--- src/rtl/dsp_lut_iq_loader.sv ---
// Loads a DEPTH-word IQ table into a LUT from a valid/ready word stream.
// Optional DSP_LUT_IQ_LOADER_SUM_EN adds a modulo-2^16 checksum that is checked before done.
module dsp_lut_iq_loader #(
  parameter int IN_WIDTH  = 8,
  parameter int OUT_WIDTH = 4,
  parameter int TIMEOUT   = 1023
) (
  input  logic                 clk,
  input  logic                 resetn,
  input  logic                 start,
  input  logic                 abort,
  input  logic [OUT_WIDTH-2:0] s_data,
  input  logic                 s_valid,
  output logic                 s_ready,
  output logic                 lut_clr,
  output logic                 lut_wr,
  output logic [OUT_WIDTH-2:0] lut_data,
  output logic                 lut_en,
  output logic                 busy,
  output logic                 done,
  output logic                 err,
  output logic [IN_WIDTH-1:0]  count,
`ifdef DSP_LUT_IQ_LOADER_SUM_EN
  input  logic [15:0]          sum_exp,
  output logic [15:0]          sum,
`endif
  output logic [1:0]           state_dbg
);

  localparam int DEPTH = 2 ** (IN_WIDTH - 1);
  localparam int W     = OUT_WIDTH - 1;
  localparam int IW    = $clog2(TIMEOUT + 1);

  typedef enum logic [1:0] {
    ST_IDLE  = 2'd0,
    ST_CLEAR = 2'd1,
    ST_LOAD  = 2'd2,
    ST_DONE  = 2'd3
  } state_t;

  state_t              state_q, state_d;
  logic [IW-1:0]       idle_q, idle_d;
  logic                s_ready_d, lut_clr_d, lut_wr_d, lut_en_d, busy_d, done_d, err_d;
  logic [W-1:0]        lut_data_d;
  logic [IN_WIDTH-1:0] count_d;
  logic                hs;
  logic                sum_ok;

`ifdef DSP_LUT_IQ_LOADER_SUM_EN
  logic [15:0] sum_d;
  assign sum_ok = (sum == sum_exp);
`else
  assign sum_ok = 1'b1;
`endif

  // Handshake: a word is accepted on a rising edge where s_valid and s_ready are both
  // high. s_ready is high only in LOAD; a handshake in the same cycle as abort is still written.
  assign hs        = s_valid && s_ready;
  assign state_dbg = state_q;

  always_comb begin
    state_d    = state_q;
    idle_d     = idle_q;
    s_ready_d  = 1'b0;
    lut_clr_d  = 1'b0;
    lut_wr_d   = 1'b0;
    lut_data_d = lut_data;
    lut_en_d   = lut_en;
    done_d     = 1'b0;
    err_d      = err;
    count_d    = count;
`ifdef DSP_LUT_IQ_LOADER_SUM_EN
    sum_d      = sum;
`endif
    case (state_q)
      ST_IDLE: begin
        if (start && !abort) begin
          state_d   = ST_CLEAR;
          lut_clr_d = 1'b1;
          count_d   = '0;
          err_d     = 1'b0;
          lut_en_d  = 1'b0;
`ifdef DSP_LUT_IQ_LOADER_SUM_EN
          sum_d     = '0;
`endif
        end
      end
      ST_CLEAR: begin
        if (abort) begin
          state_d  = ST_IDLE;
          lut_en_d = 1'b0;
        end else begin
          state_d   = ST_LOAD;
          s_ready_d = 1'b1;
          idle_d    = '0;
        end
      end
      ST_LOAD: begin
        if (hs) begin
          lut_wr_d   = 1'b1;
          lut_data_d = s_data;
          count_d    = count + 1'b1;
          idle_d     = '0;
`ifdef DSP_LUT_IQ_LOADER_SUM_EN
          sum_d      = sum + {{(16 - W){1'b0}}, s_data};
`endif
        end else begin
          idle_d = idle_q + 1'b1;
        end
        if (abort) begin
          state_d  = ST_IDLE;
          lut_en_d = 1'b0;
        end else if (hs && count == IN_WIDTH'(DEPTH - 1)) begin
          state_d = ST_DONE;
        end else if (!hs && idle_q == IW'(TIMEOUT - 1)) begin
          state_d = ST_IDLE;
          err_d   = 1'b1;
        end else begin
          s_ready_d = 1'b1;
        end
      end
      ST_DONE: begin
        state_d = ST_IDLE;
        if (abort) begin
          lut_en_d = 1'b0;
        end else if (sum_ok) begin
          done_d   = 1'b1;
          lut_en_d = 1'b1;
        end else begin
          err_d = 1'b1;
        end
      end
      default: state_d = ST_IDLE;
    endcase
    busy_d = (state_d != ST_IDLE);
  end

  always_ff @(posedge clk or negedge resetn) begin
    if (!resetn) begin
      state_q  <= ST_IDLE;
      idle_q   <= '0;
      s_ready  <= 1'b0;
      lut_clr  <= 1'b0;
      lut_wr   <= 1'b0;
      lut_data <= '0;
      lut_en   <= 1'b0;
      busy     <= 1'b0;
      done     <= 1'b0;
      err      <= 1'b0;
      count    <= '0;
`ifdef DSP_LUT_IQ_LOADER_SUM_EN
      sum      <= '0;
`endif
    end else begin
      state_q  <= state_d;
      idle_q   <= idle_d;
      s_ready  <= s_ready_d;
      lut_clr  <= lut_clr_d;
      lut_wr   <= lut_wr_d;
      lut_data <= lut_data_d;
      lut_en   <= lut_en_d;
      busy     <= busy_d;
      done     <= done_d;
      err      <= err_d;
      count    <= count_d;
`ifdef DSP_LUT_IQ_LOADER_SUM_EN
      sum      <= sum_d;
`endif
    end
  end

endmodule
--- config.mk ---
export PLATFORM = sky130hd
export DESIGN_NAME = dsp_lut_iq_loader
export DESIGN_NICKNAME = d
export VERILOG_FILES = /design/src/rtl/dsp_lut_iq_loader.sv
export SDC_FILE = /design/constraint.sdc
export NUM_CORES = 1
export LEC_CHECK = 0
export ABC_AREA = 1
export ABC_CLOCK_PERIOD_IN_PS = 2900
export BUFFER_PORTS_ARGS = -buffer_cell sky130_fd_sc_hd__buf_4
export CORE_ASPECT_RATIO = 0.8
export CORE_MARGIN = 5
export CORE_UTILIZATION = 50
export DETAILED_ROUTE_END_ITERATION = 12
export PLACE_DENSITY = 0.78
export SLEW_MARGIN = 20
export SYNTH_ARGS = -nofsm -noshare
export SYNTH_HDL_FRONTEND = slang
export SYNTH_SLANG_ARGS = --single-unit
--- constraint.sdc ---
create_clock -name clk -period 2.9 [get_ports clk]
set_clock_uncertainty 0.05 [all_clocks]
set_input_delay 0 -clock clk [delete_from_list [all_inputs] [get_ports clk]]
set_output_delay 0 -clock clk [all_outputs]
set_load 0.01 [all_outputs]
==> run summary, run 1 <==
logic gate share of total power -> 36.5%
Final TNS setup -> 0 ns
sequential-to-total area share from yosys stat -> 46.8%
Root Driver -> clkbuf_8
Multi-input gate area -> 736 um^2
initial antenna violation count -> 0
Total GRT Usage -> 16.5%
Cell Count Post-Placement -> 266
Post-DP Area -> 1840 um^2
DP HPWL -> 2450 um
Finished Layout Cells -> 279
RSZ-0062 raised after global routing -> no
internal power -> 0.883 mW
first-pass GRT wire length -> 5640 um
worst-path maximum fanout -> 16
detailed-route via count -> 1426
# diodes -> 0
LEAKAGE -> 0.986 nW
core area -> 3090 um^2
Max IR drop VDD -> 0.438 mV
Max H-tree Level -> 2
Routed WL -> 3300 um
total gr overflow -> 0
fmax -> 480 MHz
run status -> completed
Hold WS -> 0.0356 ns
largest net degree at the start of global routing -> 31
post-synthesis register bit count -> 30
clock power share -> 24.7%
vias in the first global route -> 1373
Starting Density -> 51.9%
Worst Path Arrival -> 2.17 ns
actual slew at the worst max-slew pin -> 0.447 ns
DRT Pass-1 Iters -> 4
CTS Buffer Depth -> 2
clk sinks -> 30
setup slack at placement -> 0.817 ns
Sw Ratio -> 36.8%
required time of the critical path -> 2.99 ns
synthesized cell area -> 1600 um^2
synth warn -> 0
clk_lat worst skew -> 0.28 ns
Crit Path Class -> reg -> reg
largest area contributor in the netlist -> dfrtp_1
Finish-stage setup viols -> 0
Syn Area/Cell -> 7.97 um^2
Die W -> 73.3 um
sequential cell area -> 751 um^2
buffers added on ports -> 27
Power Total -> 1.40 mW
Final #Nets -> 254
Pwr Density -> 702 nW/um^2
Max Slew Vio Count -> 0
sw power -> 0.514 mW
Final Util -> 64.5%
slew margin rel. -> 70.1%
clock period minus worst slack -> 2.08 ns
DRT antenna net count -> 0
area grow syn2layout -> 24.1%
Residual DRC -> 0
share of cells above drive strength 1 -> 19.2%
syn nets -> 217
number of buffers created by CTS -> 5
vias per inst -> 5.11
Post-CTS Setup Inserts -> 0
die area -> 4440 um^2
final worst slack -> 0.817 ns
layout filler cell count -> 261
Die Y -> 60.6 um
gp weighted congestion -> 0.817
Routed WL per cell -> 11.8 um
library cells used by synthesis -> 24
drt initial violations -> 60
Max-cap violations -> 0
post-synth top area share -> 46.8%
Worst Hold Class -> in -> reg
Flop pwr share -> 38.8%
Top Ports -> 28
Synth area leaders -> dfrtp_1 47%, nand2_1 12%, inv_1 6.3%
final hold vios -> 0
cell count after synthesis -> 201
final worst-path cycle share -> 71.8%
clk slew on worst S/H paths -> 0.06 ns
Critical Path Sink Type -> flop
post-route cell area -> 1990 um^2
TritonCTS clock tree -> yes
row count -> 18
startpoint types -> flop
## critical path, cell delays in order (launching register included)
cell and delay (ns):
dfrtp_1 0.43, inv_1 0.13, ha_1 0.44, inv_2 0.14, nor2_1 0.16, inv_1 0.08, nand2_1 0.35, o21ai_0 0.18
## registers in the layout (all words and copies together), names as in the netlist
name	cells
lut_wr	1
lut_clr	1
s_ready	1
done	1
idle_q	10
count	8
err	1
lut_data	3
busy	1
state_dbg	2
lut_en	1
## Yosys cell counts (all sizes together)
master	instances
nand2	52
buf	1
inv	28
nand3	18
dfrtp	30
ha	8
clkbuf	1
o21bai	1
nand4	3
a22oi	1
or2	2
o21ai	22
nor2	20
and2	1
mux2	3
nor3	2
a21oi	6
and3	1
a31o	1
## layer usage
layer	vias up	wire length, um	track usage [%]
li1	722	-	-
met3	11	151	4.30
met4	0	94	7.24
met5	-	0	0
met1	659	1500	20.2
met2	34	1550	28.0
## area by class of cell
cell class	instances	share of cell area, %
sequential	30	37.7
multi-input combinational	141	37.0
timing repair buffer	32	12.7
inverter	28	5.28
clock buffer	6	4.15
tap	40	2.52
clock inverter	2	0.629
## cell families after synthesis
group           Yosys count  share of synthesized area [%]
simple gates             99                           26.2
compound gates           31                           11.4
buf+inv                  30                           7.26
flops                    30                           46.8
fa+ha+maj                 8                           6.25
mux                       3                           2.11
## path summary, 6_finish.rpt
kind,start,end,slack (ns),cells past startpoint
worst max-delay path,state_dbg[0],count[7],0.82,7
worst min-delay path,start,lut_clr,0.04,5
worst max register to register,state_dbg[0],count[7],0.82,7
worst min register to register,err,err,0.44,2
max in group asynchronous,resetn,busy,2.38,2
min in group asynchronous,resetn,idle_q[5],0.13,2
## power by group through the flow
stage	Clock [mW]	Combinational, mW	Sequential (mW)
2_1_floorplan	0	0.304	0.570
3_3_place_gp	0	0.495	0.547
3_5_place_dp	0	0.504	0.550
4_1_cts	0.356	0.512	0.542
5_1_grt	0.379	0.575	0.553
6_report	0.345	0.509	0.542
## layout by cell type (no fill, tap or decap)
cell / instances
nand2_1: 52
inv_1: 27
o21ai_2: 2
buf_4: 27
dfrtp_1: 30
and2_1: 1
and3_1: 1
nor3_1: 2
o21bai_1: 1
or2_2: 2
a21oi_1: 6
clkinv_2: 1
nor2_1: 20
mux2_2: 3
a31o_2: 1
nand3_1: 17
ha_1: 8
o21ai_1: 3
dlygate4sd3_1: 5
nand4_1: 3
o21ai_4: 1
clkinvlp_4: 1
nand3_2: 1
inv_2: 1
clkbuf_8: 6
o21ai_0: 16
a22oi_1: 1
## repair_timing
item | CTS | global route
endpoints found under the hold margin | 36 | 0
setup endpoints to repair | 0 | 0
gates resized for setup | 0 | 0
hold buffers | 5 | 0
(Power assumes the default switching activity.)
==> run 2: changes to the inputs <==
--- a/config.mk
+++ b/config.mk
@@ -5,8 +5,8 @@
 export SDC_FILE = /design/constraint.sdc
 export NUM_CORES = 1
 export LEC_CHECK = 0
-export ABC_AREA = 1
-export ABC_CLOCK_PERIOD_IN_PS = 2900
+export ABC_AREA = 0
+export ABC_CLOCK_PERIOD_IN_PS = 2100
 export BUFFER_PORTS_ARGS = -buffer_cell sky130_fd_sc_hd__buf_4
 export CORE_ASPECT_RATIO = 0.8
 export CORE_MARGIN = 5
==> constraint.sdc (replaced) <==
create_clock -name clk -period 2.1 [get_ports clk]
set_clock_uncertainty 0.05 [all_clocks]
set_input_delay 0 -clock clk [delete_from_list [all_inputs] [get_ports clk]]
set_output_delay 0 -clock clk [all_outputs]
set_load 0.01 [all_outputs]
==> run 2 against run 1 <==
Effect of this change: cell area rose by 3.5%; flip-flop and latch count did not move; utilization rose by 2.3 points; critical endpoint is now count[2]; global-route usage rose by 3.4 points; sequential share of layout area fell by 1.3 points; via count fell by 0.35%; fmax rose by 4.3%; clock power rose by 60%; setup slack got worse by 0.71 ns; non-clock buffer count rose by 8; highest routed layer unchanged; synthesized area fell by 0.16%.
==> run summary, run 2 <==
row count -> 18
Post-Synth Simple-Gate Area -> 20.1%
core area -> 3090 um^2
gp weighted congestion -> 0.923
Max-cap violations -> 0
Finish-stage setup viols -> 0
Max H-tree Level -> 2
startpoint types -> flop
critical hold path startpoint -> s_valid
top-count cell post-synth -> dfrtp_1
library cells used by synthesis -> 38
worst-path maximum fanout -> 9
Most used DFF post-synth -> dfrtp_1
buffers added on ports -> 27
Final Util -> 66.7%
final hold vios -> 0
reg2reg path depth -> 7
Top Ports -> 28
total gr overflow -> 0
sequential-to-total area share from yosys stat -> 46.9%
cell count after synthesis -> 157
detailed-route via count -> 1421
DP HPWL -> 2700 um
Starting Density -> 51.9%
DRT antenna net count -> 0
die area -> 4440 um^2
run status -> completed
Critical-path top delay cell -> dfrtp_1
Syn Area/Cell -> 10.2 um^2
TritonCTS clock tree -> yes
CP startpoint -> state_dbg[1]
fmax -> 501 MHz
Reg2Reg Launch Point -> state_dbg[1]
Synth area leaders -> dfrtp_1 47%, ha_1 6.3%, o21ai_0 3.8%
biggest regs -> idle_q x10, count x8, lut_data x3
largest net degree at the start of global routing -> 31
DRT Pass-1 Iters -> 4
final worst-path cycle share -> 95.1%
required time of the critical path -> 2.26 ns
Final TNS setup -> 0 ns
share of cells above drive strength 1 -> 25.7%
Pwr Density -> 1050 nW/um^2
actual slew at the worst max-slew pin -> 0.392 ns
Die Y -> 60.6 um
Max IR drop VDD -> 0.620 mV
post-synthesis xor/xnor area fraction -> 1.64%
vias in the first global route -> 1467
post-synthesis register bit count -> 30
Worst Path Arrival -> 2.16 ns
first-pass GRT wire length -> 6680 um
largest family of logic cells by synthesized area -> simple AND/OR/NAND/NOR gates
CTS Buffer Depth -> 2
clock period minus worst slack -> 2.00 ns
Residual DRC -> 0
post-synth top area share -> 46.9%
Final #Nets -> 217
# diodes -> 0
drt initial violations -> 104
mux share of post-synthesis cell area -> 2.81%
largest register by flop count -> idle_q
post-synthesis compound-gate area fraction -> 18.8%
synth warn -> 0
largest area contributor in the netlist -> dfrtp_1
clk slew on worst S/H paths -> 0.06 ns
area grow syn2layout -> 28.7%
hold path depth -> 3
initial antenna violation count -> 0
Adder-Cell Fraction of Synth Area -> 6.25%
Post-DP Area -> 1860 um^2
Worst Hold Class -> in -> reg
clk sinks -> 30
LEAKAGE -> 0.963 nW
buffers plus inverters on the worst setup path -> 2
slew margin rel. -> 73.6%
EDFF count, synth -> 0
synthesized cell area -> 1600 um^2
Power Total -> 2.16 mW
Routed WL -> 3870 um
crit path cell chain -> inv_1, ha_2, nor2_1, a211o_2, buf_4, or3_1, a21oi_1
RSZ-0062 raised after global routing -> yes
Total GRT Usage -> 19.9%
Die W -> 73.3 um
number of buffers created by CTS -> 5
Largest register FFs -> 10
Critical Path Sink Type -> flop
r2r endpoint -> count[2]
post-synthesis async set-or-reset flop share -> 100%
Root Driver -> clkbuf_8
Max Slew Vio Count -> 0
Routed WL per cell -> 16.0 um
Hold EP -> idle_q[5]
vias per inst -> 5.87
Largest stage delay, worst path -> 0.44 ns
commonest non-fill, non-tap cell in the layout -> buf_4
syn nets -> 173
clk_lat worst skew -> 0.29 ns
CP delay by family, top -> compound AO/OA/AOI/OAI gates
Crit Path Class -> reg -> reg
synth cell count leaders -> 30 x dfrtp_1, 12 x o21ai_0, 10 x a21oi_1, 10 x nor2_1, 9 x nand2_1
flop2flop setup slack -> 0.10 ns
post-route cell area -> 2060 um^2
most frequent cells in the layout -> 33 x buf_4, 30 x dfrtp_1, 12 x o21ai_0
==> run 2: changes by cell type in the layout (fill, tap and decap cells not counted), sizes merged, moves of 4 or more <==
cell    previous run  this run
nand2             52         9
inv               28         8
nand3             18         7
nor2              20        10
o21ai             22        12
buf               27        34
o31ai              0         6
nand2b             0         5
or4                0         5
a21oi              6        10
or3                0         4
==> run 2: where the power goes <==
group	total, mW	internal, mW	switching [mW]
Sequential	0.727	0.664	0.0630
Combinational	0.879	0.390	0.489
Clock	0.552	0.331	0.222
Total	2.16	1.39	0.773
==> run 2: worst max path at each step <==
stage	to	slack, ns	depth (start not counted)
6_report	count[2]	0.10	7
5_1_grt	count[2]	-0.01	7
4_1_cts	count[5]	0.02	6
3_5_place_dp	count[5]	0.05	6
3_3_place_gp	count[7]	0.16	5
2_1_floorplan	count[4]	0.05	7
==> run 2: what timing repair did <==
item,CTS,global route
hold endpoints to repair,36,0
setup buffers,0,2
resized for setup,0,5
setup endpoints to repair,0,8
hold buffers,6,0
==> run 2: logic make-up (layout without fill, tap and decap cells) <==
group                      Yosys count  after routing
and+or+nand+nor                     55             55
AOI/OAI and AO/OA                   46             46
DFF                                 30             30
buffers and inverters               11             56
adders and majority gates            8              8
muxes                                4              4
xor gates and xnor gates             3              3
==> run 2: per-stage QoR <==
step	instances	hold WS [ns]	worst slack (ns)
global placement	226	-0.107	0.163
detailed placement	226	-0.0963	0.0475
CTS	240	0.0192	0.0249
global route	242	0.0293	-0.0133
finish	242	0.0287	0.104
floorplan	157	-0.346	0.0463
==> run 2: layout make-up <==
cell class / instances / area [um^2]
fillers: 235 / 1030
multi-input cells: 116 / 800
flip-flops and latches: 30 / 751
repair buffers: 40 / 319
clock buffers: 8 / 110
well taps: 40 / 50.0
inverters: 8 / 30.0
==> run 2: worst register-to-register path, delay by kind of cell (launching register included) <==
family	cells	cell delay, ns
and+or+nand+nor	2	0.37
adders and majority gates	1	0.26
DFF	1	0.44
buffers and inverters	2	0.30
AOI/OAI and AO/OA	2	0.51
==> run 2: per-layer routing <==
| metal | vias up | track usage [%] | wire length (um) |
|---|---|---|---|
| li1 | 674 | - | - |
| met1 | 701 | 25.6 | 1830 |
| met2 | 44 | 32.0 | 1840 |
| met3 | 2 | 6.95 | 188 |
| met4 | 0 | 6.05 | 12 |
| met5 | - | 0 | 0 |
==> run 3: changes to the inputs <==
==> constraint.sdc (replaced) <==
create_clock -name clk -period 2.1 [get_ports clk]
set_clock_uncertainty 0.05 [all_clocks]
set_input_delay 0.21 -clock clk [delete_from_list [all_inputs] [get_ports clk]]
set_output_delay 0.21 -clock clk [all_outputs]
set_load 0.01 [all_outputs]
==> run 3 against run 2 <==
Effect of this change: global-route usage decreased by 0.43 points; first-iteration DRC count fell by 9.6%; non-clock buffer count shrank 5; hold slack better by 0.071 ns; via count fell by 2.0%; power down 0.26%; clock power barely moved; die area stayed put; count of clock-buffer cells in the layout is the same; cell area is 2.4% lower; critical path depth is the same; fmax about the same; critical path type unchanged; critical endpoint unchanged.
==> run summary, run 3 (synthesis results as in run 2) <==
actual slew at the worst max-slew pin -> 0.393 ns
first-pass GRT wire length -> 6550 um
area grow syn2layout -> 25.6%
required time of the critical path -> 2.26 ns
Starting Density -> 51.9%
reg2reg path depth -> 7
final worst slack -> 0.103 ns
TritonCTS clock tree -> yes
Critical Path Sink Type -> flop
final hold vios -> 0
Root Driver -> clkbuf_8
commonest non-fill, non-tap cell in the layout -> buf_4
slew margin rel. -> 73.6%
Top Ports -> 28
Die Y -> 60.6 um
vias in the first global route -> 1435
share of cells above drive strength 1 -> 26.4%
worst-path maximum fanout -> 9
# diodes -> 0
initial antenna violation count -> 0
Final TNS setup -> 0 ns
Max IR drop VDD -> 0.608 mV
buffers added on ports -> 27
hold path depth -> 2
Finish-stage setup viols -> 0
LEAKAGE -> 0.942 nW
clk_lat worst skew -> 0.29 ns
DRT Pass-1 Iters -> 4
Routed WL per cell -> 16.1 um
Worst Path Arrival -> 2.16 ns
CTS Buffer Depth -> 2
DRT antenna net count -> 0
Residual DRC -> 0
Pwr Density -> 1070 nW/um^2
run status -> completed
largest register by flop count -> idle_q
core area -> 3090 um^2
final worst-path cycle share -> 95.1%
Final #Nets -> 212
fmax -> 501 MHz
startpoint types -> flop
setup slack at placement -> 0.0475 ns
Total GRT Usage -> 19.5%
most frequent cells in the layout -> 33 x buf_4, 30 x dfrtp_1, 12 x o21ai_0
clk slew on worst S/H paths -> 0.06 ns
detailed-route via count -> 1392
largest net degree at the start of global routing -> 31
total gr overflow -> 0
row count -> 18
RSZ-0062 raised after global routing -> yes
Max H-tree Level -> 2
Worst Hold Class -> in -> reg
drt initial violations -> 94
clock period minus worst slack -> 2.00 ns
Crit Path Class -> reg -> reg
die area -> 4440 um^2
biggest regs -> idle_q x10, count x8, lut_data x3
Die W -> 73.3 um
Largest register FFs -> 10
Max-cap violations -> 0
Max Slew Vio Count -> 0
Final Util -> 65.1%
DP HPWL -> 2700 um
vias per inst -> 5.87
clk sinks -> 30
number of buffers created by CTS -> 5
gp weighted congestion -> 0.923
Routed WL -> 3810 um
[run 3: cell types whose count changed in the layout (fill, tap and decap cells not counted)]
cell / delta
dlygate4sd3_1: -5
[run 3: repair_timing]
item	CTS	global route
buffers inserted	0	2
setup endpoints to repair	0	8
hold endpoints to repair	30	0
hold buffers	1	0
resized for setup	0	5
[run 3: layout make-up]
type                            count  area, um^2
Sequential cell                    30         751
Clock buffer                        8         110
Fill cell                         241        1080
Inverter                            8        30.0
Timing Repair Buffer               35         269
Multi-Input combinational cell    116         800
Tap cell                           40        50.0
[run 3: metrics by stage]
| step | std cells | hold slack, ns | power [mW] | area, um^2 |
|---|---|---|---|---|
| finish | 237 | 0.0993 | 2.15 | 2010 |
| CTS | 235 | 0.0913 | 2.11 | 1980 |
| global route | 237 | 0.0965 | 2.30 | 2010 |
| detailed placement | 226 | 0.114 | 1.55 | 1860 |
| floorplan | 157 | -0.136 | 1.26 | 1600 |
| global placement | 226 | 0.103 | 1.51 | 1860 |
[run 3: worst max-delay path, cell delays in order, from the launching register on]
cell     delay [ns]
dfrtp_1        0.44
inv_1          0.13
ha_2           0.26
nor2_1         0.07
a211o_2        0.37
buf_4          0.17
or3_1          0.30
a21oi_1        0.14
[run 3: report_power, final]
part	internal, mW	switching (mW)
clock network	0.331	0.222
registers	0.664	0.0627
logic	0.384	0.489
[run 3: path summary, 6_finish.rpt]
path	slack [ns]	startpoint	endpoint
setup / recovery	0.10	state_dbg[1]	count[2]
hold / removal	0.1	abort	s_ready
setup reg to reg	0.10	state_dbg[1]	count[2]
hold reg to reg	0.45	lut_data[1]	lut_data[1]
max in group asynchronous	1.37	resetn	s_ready
min in group asynchronous	0.34	resetn	lut_clr
[run 3: per-layer routing]
metal  vias up  share of wire (%)  track usage [%]
met4         0               0.32             6.05
met5         -                  0                0
met2        41                 47             30.7
li1        662                  -                -
met1       687                 48             25.4
met3         2                4.9             6.95
